[config.mk]
export PLATFORM = sky130hd
export DESIGN_NAME = shortcut_fork
export DESIGN_NICKNAME = d
export VERILOG_FILES = /design/src/rtl/cnn_stream_pkg.sv /design/src/rtl/credit_counter.sv /design/src/rtl/shortcut_fork.sv
export SDC_FILE = /design/constraint.sdc
export NUM_CORES = 1
export LEC_CHECK = 0
export ABC_AREA = 1
export BUFFER_PORTS_ARGS = -buffer_cell sky130_fd_sc_hd__buf_2
export CORE_AREA = 2 2 299 301
export CTS_CLUSTER_DIAMETER = 60
export DETAILED_ROUTE_END_ITERATION = 7
export DIE_AREA = 0 0 301 303
export GPL_ROUTABILITY_DRIVEN = 0
export PLACE_DENSITY = 0.32
export SYNTH_ARGS = -nofsm -noshare
export SYNTH_HDL_FRONTEND = slang
export SYNTH_HIERARCHICAL = 1
export SYNTH_SLANG_ARGS = --single-unit
[constraint.sdc]
create_clock -name clk -period 10.1 [get_ports clk]
set_clock_uncertainty 0.15 [all_clocks]
set_input_delay 0.505 -clock clk [delete_from_list [all_inputs] [get_ports clk]]
set_output_delay 0.505 -clock clk [all_outputs]
set_load 0.005 [all_outputs]
[src/rtl/cnn_stream_pkg.sv]
// Shared types and constants for the 8-lane fp32 feature-stream blocks.
package cnn_stream_pkg;

  localparam int LANES  = 8;
  localparam int DATA_W = 32;

  typedef logic [LANES-1:0][DATA_W-1:0] lane_vec_t;

  // Bit positions inside err_flags.
  localparam int ERR_DROP  = 0;
  localparam int ERR_UFLOW = 1;
  localparam int ERR_FRAME = 2;

  typedef enum logic {
    IDLE = 1'b0,
    RUN  = 1'b1
  } fork_state_e;

endpackage

[src/rtl/credit_counter.sv]
// Up/down credit counter with a full flag and an underflow pulse.
// Shared by every fork/join point that guards a downstream FIFO.
module credit_counter #(
  parameter int DEPTH = 16,
  parameter int W     = $clog2(DEPTH + 1)
) (
  input  logic clk,
  input  logic rst,
  input  logic inc_i,
  input  logic dec_i,
  output logic full_o,
  output logic uflow_o
);

  logic [W-1:0] count_q, count_d;

  // Simultaneous inc/dec cancel; a decrement at zero saturates and is flagged.
  always_comb begin
    count_d = count_q;
    uflow_o = 1'b0;
    if (inc_i && !dec_i) begin
      if (count_q != W'(DEPTH)) count_d = count_q + 1'b1;
    end else if (dec_i && !inc_i) begin
      if (count_q == '0) uflow_o = 1'b1;
      else               count_d = count_q - 1'b1;
    end
  end

  always_ff @(posedge clk or posedge rst) begin
    if (rst) count_q <= '0;
    else     count_q <= count_d;
  end

  assign full_o = (count_q == W'(DEPTH));

endmodule

[src/rtl/shortcut_fork.sv]
// Duplicates one feature stream onto the layer and shortcut branches,
// throttles the source by shortcut-FIFO credits and frames the stream.
module shortcut_fork
  import cnn_stream_pkg::*;
#(
  parameter int FIFO_DEPTH  = 16,
  parameter int FRAME_BEATS = 64,
  parameter int CNT_W       = 16
) (
  input  logic       clk,
  input  logic       rst,
  input  logic       input_valid,
  input  logic       i_sof,
  input  lane_vec_t  d_in,
  output logic       in_ready,
  input  logic       layer_consumed,
  output lane_vec_t  d_out_layer,
  output logic       output_valid_layer,
  output lane_vec_t  d_out_short_cut,
  output logic       output_valid_short_cut,
  output logic       o_sof,
  output logic [2:0] err_flags
);

  logic        accept;
  logic        full;
  logic        uflow;
  lane_vec_t   data_q;
  logic        valid_q;
  logic        sof_q, sof_d;
  fork_state_e state_q, state_d;
  logic [CNT_W-1:0] cnt_q, cnt_d;
  logic [2:0]  err_q, err_d;

  credit_counter #(.DEPTH(FIFO_DEPTH)) u_credit (
    .clk     (clk),
    .rst     (rst),
    .inc_i   (accept),
    .dec_i   (layer_consumed),
    .full_o  (full),
    .uflow_o (uflow)
  );

  // in_ready depends only on the credit register, never on layer_consumed.
  assign in_ready = !full;
  assign accept   = input_valid && in_ready;

  always_comb begin
    state_d = state_q;
    cnt_d   = cnt_q;
    sof_d   = 1'b0;
    err_d   = err_q;
    if (input_valid && !in_ready) err_d[ERR_DROP] = 1'b1;
    if (uflow)                    err_d[ERR_UFLOW] = 1'b1;
    if (accept) begin
      case (state_q)
        IDLE: begin
          if (i_sof) begin
            sof_d = 1'b1;
            if (FRAME_BEATS == 1) begin
              cnt_d = '0;
            end else begin
              cnt_d   = CNT_W'(1);
              state_d = RUN;
            end
          end else begin
            err_d[ERR_FRAME] = 1'b1;
          end
        end
        RUN: begin
          if (i_sof && cnt_q != '0) begin
            // Early restart: this beat opens a new frame.
            err_d[ERR_FRAME] = 1'b1;
            sof_d            = 1'b1;
            cnt_d            = CNT_W'(1);
          end else if (cnt_q == CNT_W'(FRAME_BEATS - 1)) begin
            cnt_d   = '0;
            state_d = IDLE;
          end else begin
            cnt_d = cnt_q + 1'b1;
          end
        end
        default: state_d = IDLE;
      endcase
    end
  end

  always_ff @(posedge clk or posedge rst) begin
    if (rst) begin
      data_q  <= '0;
      valid_q <= 1'b0;
      sof_q   <= 1'b0;
      state_q <= IDLE;
      cnt_q   <= '0;
      err_q   <= '0;
    end else begin
      if (accept) data_q <= d_in;
      valid_q <= accept;
      sof_q   <= sof_d;
      state_q <= state_d;
      cnt_q   <= cnt_d;
      err_q   <= err_d;
    end
  end

  assign d_out_layer            = data_q;
  assign d_out_short_cut        = data_q;
  assign output_valid_layer     = valid_q;
  assign output_valid_short_cut = valid_q;
  assign o_sof                  = sof_q;
  assign err_flags              = err_q;

endmodule

======== Word level (Yosys, flattened, before mapping) ========
Cells that the tools add are included.
W data, S select, Z words.
operators by class
  $add $sub $neg .......................... 3
  equal/unequal tests ..................... 8
  muxes and demuxes ....................... 21
  bitwise gates (word level) .............. 1
  reduce and logical (&&, ||, !) cells .... 14
operators with widths
  kind                     count
  $mux W16                 3
  $pmux W16 S2             1
  $mux W5                  4
  $add A16 B1 Y16 const B  1
  $eq A16 B6 Y1 const B    1
  $reduce_bool A16 Y1      1
  $mux W1                  10
  $ne A2 B2 Y1 const B     3
  $pmux W1 S2              3
  $reduce_and A3 Y1        2
  $add A5 B1 Y5 const B    1
  $eq A5 B5 Y1 const B     1
  $logic_and A1 B1 Y1      5
  $logic_not A5 Y1         1
  $ne A5 B5 Y1 const B     1
  $sub A5 B1 Y5 const B    1
  $ne A2 B1 Y1 const B     2
  $logic_not A1 Y1         3
  $reduce_and A2 Y1        1
  $reduce_bool A2 Y1       1
  $not A1 Y1               1
storage, ports and cells
  bits in registers ....................... 283
  input bits .............................. 261
  output and inout port bits .............. 519
  word-level logic and storage cells ...... 63

======== Logic depth before layout (Yosys ltp) ========
  depth in word-level cells ............... 7
  depth in mapped cells ................... 15
  depth with buffers taken out ............ 14

======== By module ========
The synthesis kept the hierarchy.
modules (own cells, without submodules)
  module          instances  cells each  area each (um^2)  seq. area each (um^2)
  shortcut_fork   1          1510        12848.6           6956.7
  credit_counter  1          63          449.2             125.1

======== Least setup slack after synthesis ========
OpenSTA, ideal clock, no wires.
  path kind ............................... reg-to-reg
  start ................................... register u_credit.count_q[0]
  end ..................................... register u_credit.count_q[4]
  library setup time ...................... 0.116 ns
  data arrival time ....................... 2.208 ns
  required time ........................... 9.834 ns
  setup slack ............................. 7.626 ns
  cell stages (with the launch flop) ...... 14
  buffers on the path ..................... 1
  clock period less this slack ............ 2.474 ns
  path through ............................ dfrtp_1 -> nor2_2 -> nand2_2 -> nor2_1 -> nor2_2 -> clkbuf_1 -> ha_1 -> inv_2 -> ha_1 -> or2_2 -> nand3_1 -> nand2_1 -> nand2_1 -> nand2_1
between the ends
  longest elaborated chain between the ends .. 7
RTL lines
  what                          RTL line              text
  start: declaration            credit_counter.sv:15  logic [W-1:0] count_q, count_d;
  start signal: assignment      credit_counter.sv:31  else count_q <= count_d;
  $eq A5 B5 Y1 (*)              credit_counter.sv:34  assign full_o = (count_q == W'(DEPTH));
  via full                      shortcut_fork.sv:26   logic full;
  $logic_not A1 Y1 (*)          shortcut_fork.sv:45   assign in_ready = !full;
  $logic_and A1 B1 Y1 (*)       shortcut_fork.sv:46   assign accept = input_valid && in_ready;
  via accept                    shortcut_fork.sv:25   logic accept;
  $logic_not A1 Y1              credit_counter.sv:23  end else if (dec_i && !inc_i) begin
  $logic_and A1 B1 Y1           credit_counter.sv:23
  $reduce_bool A2 Y1 (no line)  -
  $reduce_and A3 Y1 (no line)   -
Mark *: on every way through the listed nets, which the timed path passes. The rest lies on a longest branch. The select of a mux whose other input is x is not followed.
A chain may end at the register's enable or synchronous reset.

======== Final worst setup path ========
  start ................................... register u_credit.count_q[0]
  end ..................................... register data_q, in the netlist d_out_layer[101]
between the ends
  longest elaborated chain between the ends .. 3
RTL lines
  what                    RTL line              text
  $eq A5 B5 Y1            credit_counter.sv:34
  via full                shortcut_fork.sv:26
  $logic_not A1 Y1        shortcut_fork.sv:45
  $logic_and A1 B1 Y1     shortcut_fork.sv:46
  end signal: assignment  shortcut_fork.sv:97   if (accept) data_q <= d_in;
  end: declaration        shortcut_fork.sv:28   lane_vec_t data_q;
The timed path passes the listed nets, and every way through them passes these cells.

==> out/qor.csv <==
stage,metric,value,unit
status,outcome,completed,
yosys,seq_area_frac_synth,53.26,%
cts,cts_buffer_depth,3,
timing,finalSetupViolCount,0,
layout,seqCellArea,0.007082,sq mm
route,totalWireLength,54.60,mm
layout,layout.nets,2605,
cts,cts-htree-levels,2,
worst_setup_path,endpoint_kind,flip-flop,
timing,fin_crit_sh,34.73,%
worst_setup_path,reg2reg_from,u_credit/count_q[0],
layout,multi_input_area,0.003881,sq mm
cts,clock_sink_count,283,
cts,cts_tree,yes,
yosys,ys_seq_elements,283,
worst_setup_path,required,10.43,ns
floorplanning,num_rows,109,
cts,insertion_delay,0.54,ns
floorplanning,fp.coreArea,0.08797,sq mm
layout,area_growth,52.79,%
worst_setup_path,regToRegEndpoint,d_out_layer[101],
power,p_leak,11.18,nW
floorplanning,start_util,15.12,%
grt,grt_pass1_vias,12250,
timing,fmax,285.1,MHz
timing,finalSetupTns,0,ns
yosys,synthCells,1573,
floorplanning,dieArea,0.09120,sq mm
placement,place_hpwl,40.57,mm
yosys,synth.net_count,1842,
route,antenna_left,0,
route,post_drt_wl_per_cell,15.47,um
power,p_sw_share,34.67,%
timing,finalMaxSlewViolations,0,
grt,grt_max_degree,87,
power,ir_worst_vdd,0.1023,mV
layout,fillCellCount,9810,
route,initialDrtViolationCount,559,
power,p_per_area,210.5,mW/mm^2
worst_setup_path,path_class,reg -> reg,
grt,antenna_found_initial,6,
hold_path,holdCritPathClass,in -> reg,
cts,cts_made_buffers,40,
power,combPwrFrac,29.1,%
job,cap_violations,0,
worst_setup_path,worstPathMaxFanout,80,
power,p_int,2.794,mW
timing,slew_headroom,31.12,%
placement,port_buffers,779,
yosys,ys_types,33,
cts,cts.clk_slew.worst_paths,0.06,ns
floorplanning,io_pins,780,
cts,cts-root-buf,clkbuf_16,
yosys,avgSynthCellArea,8.454,sq um
hold_path,holdPathEnd,d_out_layer[224],
yosys,syn-cell-area,0.01330,sq mm
worst_setup_path,r2r_slack,6.59,ns
power,p_switching,1.483,mW
route,via_count,12400,
timing,worstMarginPinSlew,1.033,ns
timing,min_period,3.508,ns
timing,hold_violations,0,
yosys,yosysWarnings,6,
route,vias_per_cell,3.513,
power,clkPwrFrac,32.9,%
grt,grt_pass1_wl,78.27,mm
worst_setup_path,worstPathArrival,3.84,ns
grt,gr-total-overflow,0,
timing,rsz0062_at_grt,no,
route,drc,0,
grt,grt_usage,11.22,%
floorplanning,die_y,303,um
worst_setup_path,reg2regPathDepth,8,
timing,hold_ws,0.04592,ns
hold_path,hold_depth,3,
route,drt_pre_antenna_iters,4,
layout,layout_common_cells,"838 x nand2_1, 779 x buf_2, 283 x dfrtp_1",
layout,final_common_cell,nand2_1,
worst_setup_path,start_kind,flip-flop,
hold_path,worstHoldStart,d_in[224],
floorplanning,die_x,301,um
layout,drive_above_1_share,37.48,%
power,seqPwrFrac,38.0,%
[cells by family after synthesis]
| family | count (synthesis) | synth area share (%) |
|---|---|---|
| adder cells (fa/ha/maj) | 8 | 0.8092 |
| flip-flops | 283 | 53.26 |
| buffers and inverters | 348 | 17.70 |
| AND/OR/NAND/NOR | 903 | 26.29 |
| AO/OA/AOI/OAI | 24 | 1.487 |
| XOR/XNOR | 7 | 0.4611 |
[layer usage]
layer,GRT usage [%],vias to the layer above,wire length [um]
li1,-,6041,-
met5,0,-,24
met1,13.70,5798,22570
met3,2.728,60,3884
met2,19.67,499,26930
met4,2.926,4,1187
[through the flow]
step	util [%]	cell area [sq um]	power, mW	worst slack [ns]	std cells
6_report	23.10	20320	4.276	6.592	3530
5_1_grt	23.10	20320	4.585	6.221	3530
4_1_cts	23.09	20310	4.399	6.548	3529
3_5_place_dp	18.77	16510	2.854	6.551	3209
3_3_place_gp	18.77	16510	2.857	6.601	3209
2_1_floorplan	-	13300	2.381	1.780	1573
[area by class of cell]
class / count / area share (%)
Clock inverter: 11 / 0.6220
Antenna cell: 1 / 0.01232
Tap cell: 1165 / 7.175
Multi-Input combinational cell: 942 / 19.10
Sequential cell: 283 / 34.86
Timing Repair Buffer: 1038 / 31.84
Inverter: 31 / 0.6097
Clock buffer: 59 / 5.783
[cells in the mapped netlist, drive strengths merged]
cell type | n | share of area [%]
and2 | 1 | 0.047
clkbuf | 5 | 0.14
a21o | 1 | 0.056
o21bai | 2 | 0.20
o21ai | 3 | 0.11
xnor2 | 3 | 0.20
fa | 1 | 0.15
buf | 312 | 17
o211ai | 2 | 0.11
nor2 | 38 | 1.4
nand2 | 842 | 24
a21oi | 14 | 0.89
ha | 7 | 0.66
dfrtp | 283 | 53
nand4 | 6 | 0.28
a31o | 1 | 0.066
xor2 | 4 | 0.26
or2 | 3 | 0.14
o22ai | 1 | 0.047
inv | 31 | 0.88
nand3 | 13 | 0.62
[worst max path at each step]
stage / startpoint / endpoint / slack [ns] / depth (start not counted)
3_5_place_dp: u_credit/count_q[1] / d_out_layer[97] / 6.55 / 8
4_1_cts: u_credit/count_q[0] / d_out_layer[97] / 6.55 / 8
3_3_place_gp: input_valid / d_out_layer[109] / 6.60 / 7
5_1_grt: u_credit/count_q[0] / d_out_layer[154] / 6.22 / 8
6_report: u_credit/count_q[0] / d_out_layer[101] / 6.59 / 8
2_1_floorplan: rst / cnt_q[0] / 1.78 / 1
[power groups by stage]
| stage | logic, mW | clock network [mW] | registers [mW] |
|---|---|---|---|
| 2_1_floorplan | 0.783 | 0 | 1.60 |
| 3_3_place_gp | 1.22 | 0 | 1.64 |
| 3_5_place_dp | 1.20 | 0 | 1.65 |
| 4_1_cts | 1.29 | 1.48 | 1.64 |
| 5_1_grt | 1.40 | 1.52 | 1.66 |
| 6_report | 1.24 | 1.41 | 1.63 |
[critical path, cell delays in order, from the launching register on]
cell	delay (ns)
dfrtp_1	0.46
nor2_2	0.05
nand2_2	0.13
nor2_1	0.10
nor2_4	0.60
buf_4	0.78
buf_4	0.73
nand2_1	0.13
nand2_1	0.09
[flip-flops by register name, indices dropped and copies added, names as in the netlist]
signal and cells:
output_valid_layer 1, state_q 1, err_flags 3, d_out_layer 256
cnt_q 16, u_credit/count_q 5, o_sof 1
[repair_timing]
action                                 CTS  global route
endpoints found under the hold margin  338             0
buffers inserted                         0             0
hold buffers                           250             0
resized for setup                        0             0
Note: power is estimated with default switching activity, not from simulation.
